===== config.mk =====
export PLATFORM = sky130hd
export DESIGN_NAME = pbit_sweep_scheduler
export DESIGN_NICKNAME = d
export VERILOG_FILES = /design/src/rtl/pbit_sched_pkg.sv /design/src/rtl/pbit_anneal_step.sv /design/src/rtl/pbit_sweep_scheduler.sv
export SDC_FILE = /design/constraint.sdc
export NUM_CORES = 1
export LEC_CHECK = 0
export ABC_AREA = 1
export BUFFER_PORTS_ARGS = -buffer_cell sky130_fd_sc_hd__buf_2
export CAP_MARGIN = 25
export CORE_MARGIN = 10
export CORE_UTILIZATION = 61
export CTS_CLUSTER_DIAMETER = 120
export DETAILED_ROUTE_END_ITERATION = 16
export GPL_TIMING_DRIVEN = 0
export HOLD_SLACK_MARGIN = 0.12
export PLACE_DENSITY = 0.86
export SYNTH_ARGS = -nofsm -noshare
export SYNTH_HDL_FRONTEND = slang
export SYNTH_SLANG_ARGS = --single-unit

===== constraint.sdc =====
create_clock -name clk -period 3.1 [get_ports clk]
set_input_delay 0.155 -clock clk [delete_from_list [all_inputs] [get_ports clk]]
set_output_delay 0.155 -clock clk [all_outputs]
set_load 0.1 [all_outputs]

===== src/rtl/pbit_sched_pkg.sv =====
// Shared types and helpers for the p-bit sweep scheduler.
// Optional sampling port set is enabled with PBIT_SCHED_SAMPLE_EN.
package pbit_sched_pkg;

  typedef enum logic [1:0] {
    IDLE   = 2'd0,
    UPDATE = 2'd1,
    SETTLE = 2'd2,
    DONE   = 2'd3
  } sched_state_t;

  localparam logic [1:0] BIT_SHIFT_MAX = 2'd3;

  // Index width for a counter over 0..n-1, never narrower than one bit.
  function automatic int idx_w(input int n);
    return (n > 1) ? $clog2(n) : 1;
  endfunction

endpackage


===== src/rtl/pbit_anneal_step.sv =====
// Anneal counter plus saturating bit_shift register; steps once per
// ANNEAL_SWEEPS completed sweeps (ANNEAL_SWEEPS=0 keeps bit_shift at 0).
module pbit_anneal_step
  import pbit_sched_pkg::*;
#(
  parameter int ANNEAL_SWEEPS = 4
) (
  input  logic       clk,
  input  logic       reset,
  input  logic       clear,
  input  logic       sweep_tick,
  output logic [1:0] bit_shift
);

  localparam int CNT_W = idx_w(ANNEAL_SWEEPS);
  localparam logic [CNT_W-1:0] CNT_LAST =
    CNT_W'((ANNEAL_SWEEPS > 0) ? ANNEAL_SWEEPS - 1 : 0);
  localparam logic ANNEAL_ON = (ANNEAL_SWEEPS > 0);

  logic [CNT_W-1:0] anneal_cnt_reg;
  logic [1:0]       bit_shift_reg;

  always_ff @(posedge clk or posedge reset) begin
    if (reset) begin
      anneal_cnt_reg <= '0;
      bit_shift_reg  <= '0;
    end else if (clear) begin
      anneal_cnt_reg <= '0;
      bit_shift_reg  <= '0;
    end else if (sweep_tick && ANNEAL_ON) begin
      if (anneal_cnt_reg == CNT_LAST) begin
        anneal_cnt_reg <= '0;
        if (bit_shift_reg != BIT_SHIFT_MAX) begin
          bit_shift_reg <= bit_shift_reg + 2'd1;
        end
      end else begin
        anneal_cnt_reg <= anneal_cnt_reg + CNT_W'(1);
      end
    end
  end

  assign bit_shift = bit_shift_reg;

endmodule


===== src/rtl/pbit_sweep_scheduler.sv =====
// Sequential (Gibbs-style) update strobe scheduler for a p-bit network with
// settle windows, sweep counting and annealing. Optional: PBIT_SCHED_SAMPLE_EN.
module pbit_sweep_scheduler
  import pbit_sched_pkg::*;
#(
  parameter int N_PBITS       = 5,
  parameter int SETTLE_CYCLES = 2,
  parameter int ANNEAL_SWEEPS = 4,
  parameter int SWEEP_W       = 16
) (
  input  logic               clk,
  input  logic               reset,
  input  logic               start,
  input  logic               abort,
  input  logic [SWEEP_W-1:0] n_sweeps,
  output logic [N_PBITS-1:0] upd_en,
  output logic [1:0]         bit_shift,
  output logic               busy,
  output logic               done,
  output logic [SWEEP_W-1:0] sweep_cnt
`ifdef PBIT_SCHED_SAMPLE_EN
  ,
  input  logic [N_PBITS-1:0] pbit_state,
  output logic [N_PBITS-1:0] sample,
  output logic               sample_valid
`endif
);

  localparam int IDX_W = idx_w(N_PBITS);
  localparam int SET_W = idx_w(SETTLE_CYCLES);
  localparam logic [IDX_W-1:0] IDX_LAST = IDX_W'(N_PBITS - 1);
  localparam logic [SET_W-1:0] SET_LAST =
    SET_W'((SETTLE_CYCLES > 0) ? SETTLE_CYCLES - 1 : 0);

  sched_state_t       state_reg, state_next;
  logic [IDX_W-1:0]   idx_reg;
  logic [SET_W-1:0]   settle_cnt_reg;
  logic [SWEEP_W-1:0] target_reg;
  logic [SWEEP_W-1:0] sweep_cnt_reg;
  logic [SWEEP_W-1:0] sweep_cnt_inc;

  logic accept;
  logic slot_end;
  logic sweep_tick;
  logic run_done;

  assign accept        = (state_reg == IDLE) && start && !abort;
  assign sweep_cnt_inc = sweep_cnt_reg + SWEEP_W'(1);
  assign sweep_tick    = slot_end && (idx_reg == IDX_LAST);
  assign run_done      = sweep_tick && (sweep_cnt_inc == target_reg);

  // A slot ends on the strobe itself when there is no settle window.
  always_comb begin
    slot_end = 1'b0;
    if (!abort) begin
      if ((state_reg == UPDATE) && (SETTLE_CYCLES == 0)) slot_end = 1'b1;
      if ((state_reg == SETTLE) && (settle_cnt_reg == SET_LAST)) slot_end = 1'b1;
    end
  end

  always_comb begin
    state_next = state_reg;
    case (state_reg)
      IDLE: begin
        if (accept) state_next = (n_sweeps == '0) ? DONE : UPDATE;
      end
      UPDATE, SETTLE: begin
        if (abort)         state_next = IDLE;
        else if (slot_end) state_next = run_done ? DONE : UPDATE;
        else               state_next = SETTLE;
      end
      DONE:    state_next = IDLE;
      default: state_next = IDLE;
    endcase
  end

  always_ff @(posedge clk or posedge reset) begin
    if (reset) begin
      state_reg      <= IDLE;
      idx_reg        <= '0;
      settle_cnt_reg <= '0;
      target_reg     <= '0;
      sweep_cnt_reg  <= '0;
    end else begin
      state_reg      <= state_next;
      settle_cnt_reg <= ((state_reg == SETTLE) && !slot_end) ?
                        settle_cnt_reg + SET_W'(1) : '0;
      if (accept) begin
        target_reg    <= n_sweeps;
        sweep_cnt_reg <= '0;
        idx_reg       <= '0;
      end else if (slot_end) begin
        if (idx_reg == IDX_LAST) begin
          idx_reg       <= '0;
          sweep_cnt_reg <= sweep_cnt_inc;
        end else begin
          idx_reg <= idx_reg + IDX_W'(1);
        end
      end
    end
  end

  pbit_anneal_step #(
    .ANNEAL_SWEEPS(ANNEAL_SWEEPS)
  ) u_anneal (
    .clk       (clk),
    .reset     (reset),
    .clear     (accept),
    .sweep_tick(sweep_tick),
    .bit_shift (bit_shift)
  );

  // Strobe is suppressed in the cycle abort is seen.
  generate
    for (genvar gi = 0; gi < N_PBITS; gi++) begin : g_strobe
      assign upd_en[gi] = (state_reg == UPDATE) && !abort &&
                          (idx_reg == IDX_W'(gi));
    end
  endgenerate

  assign busy      = (state_reg == UPDATE) || (state_reg == SETTLE);
  assign done      = (state_reg == DONE) && !abort;
  assign sweep_cnt = sweep_cnt_reg;

`ifdef PBIT_SCHED_SAMPLE_EN
  logic [N_PBITS-1:0] sample_reg;
  logic               sample_valid_reg;

  always_ff @(posedge clk or posedge reset) begin
    if (reset) begin
      sample_reg       <= '0;
      sample_valid_reg <= 1'b0;
    end else begin
      sample_valid_reg <= sweep_tick;
      if (sweep_tick) sample_reg <= pbit_state;
    end
  end

  assign sample       = sample_reg;
  assign sample_valid = sample_valid_reg;
`endif

endmodule

==> reports/metrics.cfg <==
[synthesis]
yosysTopAreaCellShare_pct = 39.14
synth_edf_count = 0
yosysUniqueCellTypes = 31
synth_area_leaders = dfrtp_1 39%, nand2_1 14%, inv_1 7.3%
yosysSeqAreaShare_pct = 39.14
async_flop_share_pct = 100.0
synth_cells = 366
synth_nets = 399
ys_warn_count = 0
ys.flop_type = dfrtp_1
syn_area_per_cell_um2 = 7.336
syn-cell-area_um2 = 2685
synth_area_leader_cell = dfrtp_1
ys_ff_latch = 42

[timing]
min_period_ns = 2.439
max_freq_mhz = 409.9
slew_headroom_pct = 42.07
finalCritPeriodShare_pct = 78.69
grt_setup_unrepaired = no
fin_tns_setup_ns = 0
final-hold-violation-count = 0
finalClockSkew_ns = 0.006930
slew_viol_final = 0
postLayoutSetupSlackWorst_ns = 0.6606
setup_viol = 0
worstMarginPinSlew_ns = 0.8677

[global_routing]
grt_antenna_before_repair = 0
grt_pass1_wl_um = 12030
grt_pass1_vias = 2614
grt_use_total_pct = 19.62
grt_max_degree = 43
overflow = 0

[status]
status = finished clean

[setup_path]
worstPathRequired_ns = 3.31
r2r_slack_ns = 0.66
arrival_ns = 2.65
worst_setup_path_start_kind = flop
end_kind = flop
setup.worst_path.end = sweep_cnt[13]$_DFFE_PP0P_
reg2regPathDepth = 9
worstReg2RegEnd = sweep_cnt[13]$_DFFE_PP0P_
crit_type = flop to flop
reg2reg_from = state_reg[0]$_DFFE_PP0P_
startpoint = state_reg[0]$_DFFE_PP0P_
crit_fanout = 10

[hold_path]
hp-class = input pin to flop

[place]
dp_hpwl_um = 5302
gp_congestion = 0.8794
dp_worst_setup_slack_ns = 0.7402
port_buffers = 44

[layout]
nNetsFinal = 459
multi_input_area_um2 = 1388
num_antenna_cells = 0
areaGrowthSynthToFinish_pct = 17.52
nFillCells = 350
regArea_um2 = 1051
drive_gt1_share_pct = 18.03

[floorplan]
ios = 45
start_util_pct = 62.53
die_h_um = 86.35
rows = 24
fp.dieW_um = 86.35
die_area_um2 = 7455
core_area_um2 = 4294

[cts]
cts_hold_buf = 8
worstSkewPairLatency_ns = 0.30
cts-resized-gates = 0
htreeDepth = 2
postCtsSetupBuffers = 0
clkSinkCount = 42
cts_buffer_depth = 2
clk_pin_slew_ns = 0.08
cts_buffers = 5
root_buffer = clkbuf_8
cts_tree = done

[drt]
drc = 0
vias_per_cell = 5.528
ant_nets = 0
vias = 2648
drtIter0Drc = 167
post_drt_wl_per_cell_um = 14.82
totalWireLength_um = 7100
first_pass_iters = 5

[pwr]
ir_drop_v = 0.0008038
p_total_uw = 2105
power_density_nw_per_um2 = 667.0
total_leakage_power_uw = 0.001609

[flow_run]
max_cap_violations = 0

[Yosys cell counts, types with 2 or more instances]
| cell type | instances |
|---|---|
| inv_1 | 52 |
| ha_1 | 13 |
| buf_2 | 2 |
| nand2_1 | 100 |
| nand3b_1 | 6 |
| o22ai_1 | 10 |
| nor2_1 | 29 |
| nor2_4 | 5 |
| xor2_1 | 2 |
| a21oi_1 | 2 |
| nand2_2 | 8 |
| nand3_1 | 38 |
| dfrtp_1 | 42 |
| clkbuf_1 | 3 |
| nor3_1 | 3 |
| nand4_1 | 8 |
| o21ai_0 | 27 |
| nor2_2 | 2 |
| inv_2 | 2 |
[power breakdown]
part	switching (µW)	internal, µW
Combinational	647	269
Sequential	115	693
Clock	201	179
[layout make-up]
class	count	share of cell area (%)
Sequential cell	42	33.31
Tap cell	52	2.062
Clock buffer	6	2.617
Buffer	8	1.388
Timing Repair Buffer	53	9.833
Clock inverter	2	0.3965
Multi-Input combinational cell	262	43.97
Inverter	54	6.423
[cell usage in the layout (no fill, tap or decap)]
cell | netlist | layout
nor2_1 | 29 | 29
nand3b_1 | 6 | 6
xor2_1 | 2 | 2
buf_4 | 1 | 1
o211ai_1 | 1 | 1
buf_1 | 1 | 1
clkbuf_8 | 0 | 6
nor2_8 | 1 | 1
xnor3_1 | 1 | 1
o41ai_1 | 1 | 1
buf_2 | 2 | 46
clkinvlp_4 | 0 | 1
a21oi_2 | 1 | 1
nand2_1 | 100 | 100
nor3_1 | 3 | 3
o31ai_1 | 1 | 1
dlygate4sd3_1 | 0 | 9
nand2_2 | 8 | 8
buf_6 | 1 | 1
dfrtp_1 | 42 | 42
inv_2 | 2 | 3
inv_1 | 52 | 51
clkbuf_1 | 3 | 3
nand3_2 | 1 | 1
clkinv_2 | 0 | 1
a21oi_1 | 2 | 2
nand3_1 | 38 | 38
ha_1 | 13 | 13
nor2_4 | 5 | 5
nor4_1 | 1 | 1
o21ai_1 | 1 | 1
nand4_1 | 8 | 8
o21ai_0 | 27 | 27
nor2_2 | 2 | 2
o22ai_1 | 10 | 10
[cell families (layout without fill, tap and decap cells)]
group                      after synthesis  after routing  synth area share, %
xor gates and xnor gates                 3              3                1.491
AOI/OAI and AO/OA                       44             44                9.133
buffers and inverters                   62            123                9.180
DFF                                     42             42                39.14
and+or+nand+nor                        202            202                34.99
adders and majority gates               13             13                6.058
[worst max-delay path, cell delays in order (launching register included)]
cell and delay (ns):
dfrtp_1 0.42, inv_1 0.13, ha_1 0.18, nand3_1 0.16, nor2_1 0.21, inv_1 0.16
nor2_1 0.50, inv_1 0.16, buf_2 0.23, o22ai_1 0.18
[per-stage QoR]
| step | hold slack (ns) | utilization (%) | cell area (µm²) | instances |
|---|---|---|---|---|
| 6_report | 0.1209 | 73.48 | 3156 | 479 |
| 5_1_grt | 0.1518 | 73.48 | 3156 | 479 |
| 4_1_cts | 0.1248 | 73.25 | 3146 | 478 |
| 3_5_place_dp | 0.3884 | 69.17 | 2970 | 462 |
| 3_3_place_gp | 0.3769 | 69.17 | 2970 | 462 |
| 2_1_floorplan | 0.2716 | - | 2685 | 366 |
[how the worst min path moves through the flow]
stage	from	to	cells past startpoint
4_1_cts	n_sweeps[11]	target_reg[11]$_DFFE_PP0P_	3
2_1_floorplan	n_sweeps[2]	target_reg[2]$_DFFE_PP0P_	2
3_3_place_gp	n_sweeps[1]	target_reg[1]$_DFFE_PP0P_	3
5_1_grt	n_sweeps[6]	target_reg[6]$_DFFE_PP0P_	3
6_report	n_sweeps[10]	target_reg[10]$_DFFE_PP0P_	3
3_5_place_dp	n_sweeps[4]	target_reg[4]$_DFFE_PP0P_	3
[per-layer routing]
layer	vias up	track usage (%)	share of wire [%]
li1	1300	-	-
met1	1237	22.80	42
met2	96	33.83	50
met3	15	5.066	5.9
met4	0	7.216	2.1
met5	-	0	0
(Power assumes the default switching activity.)
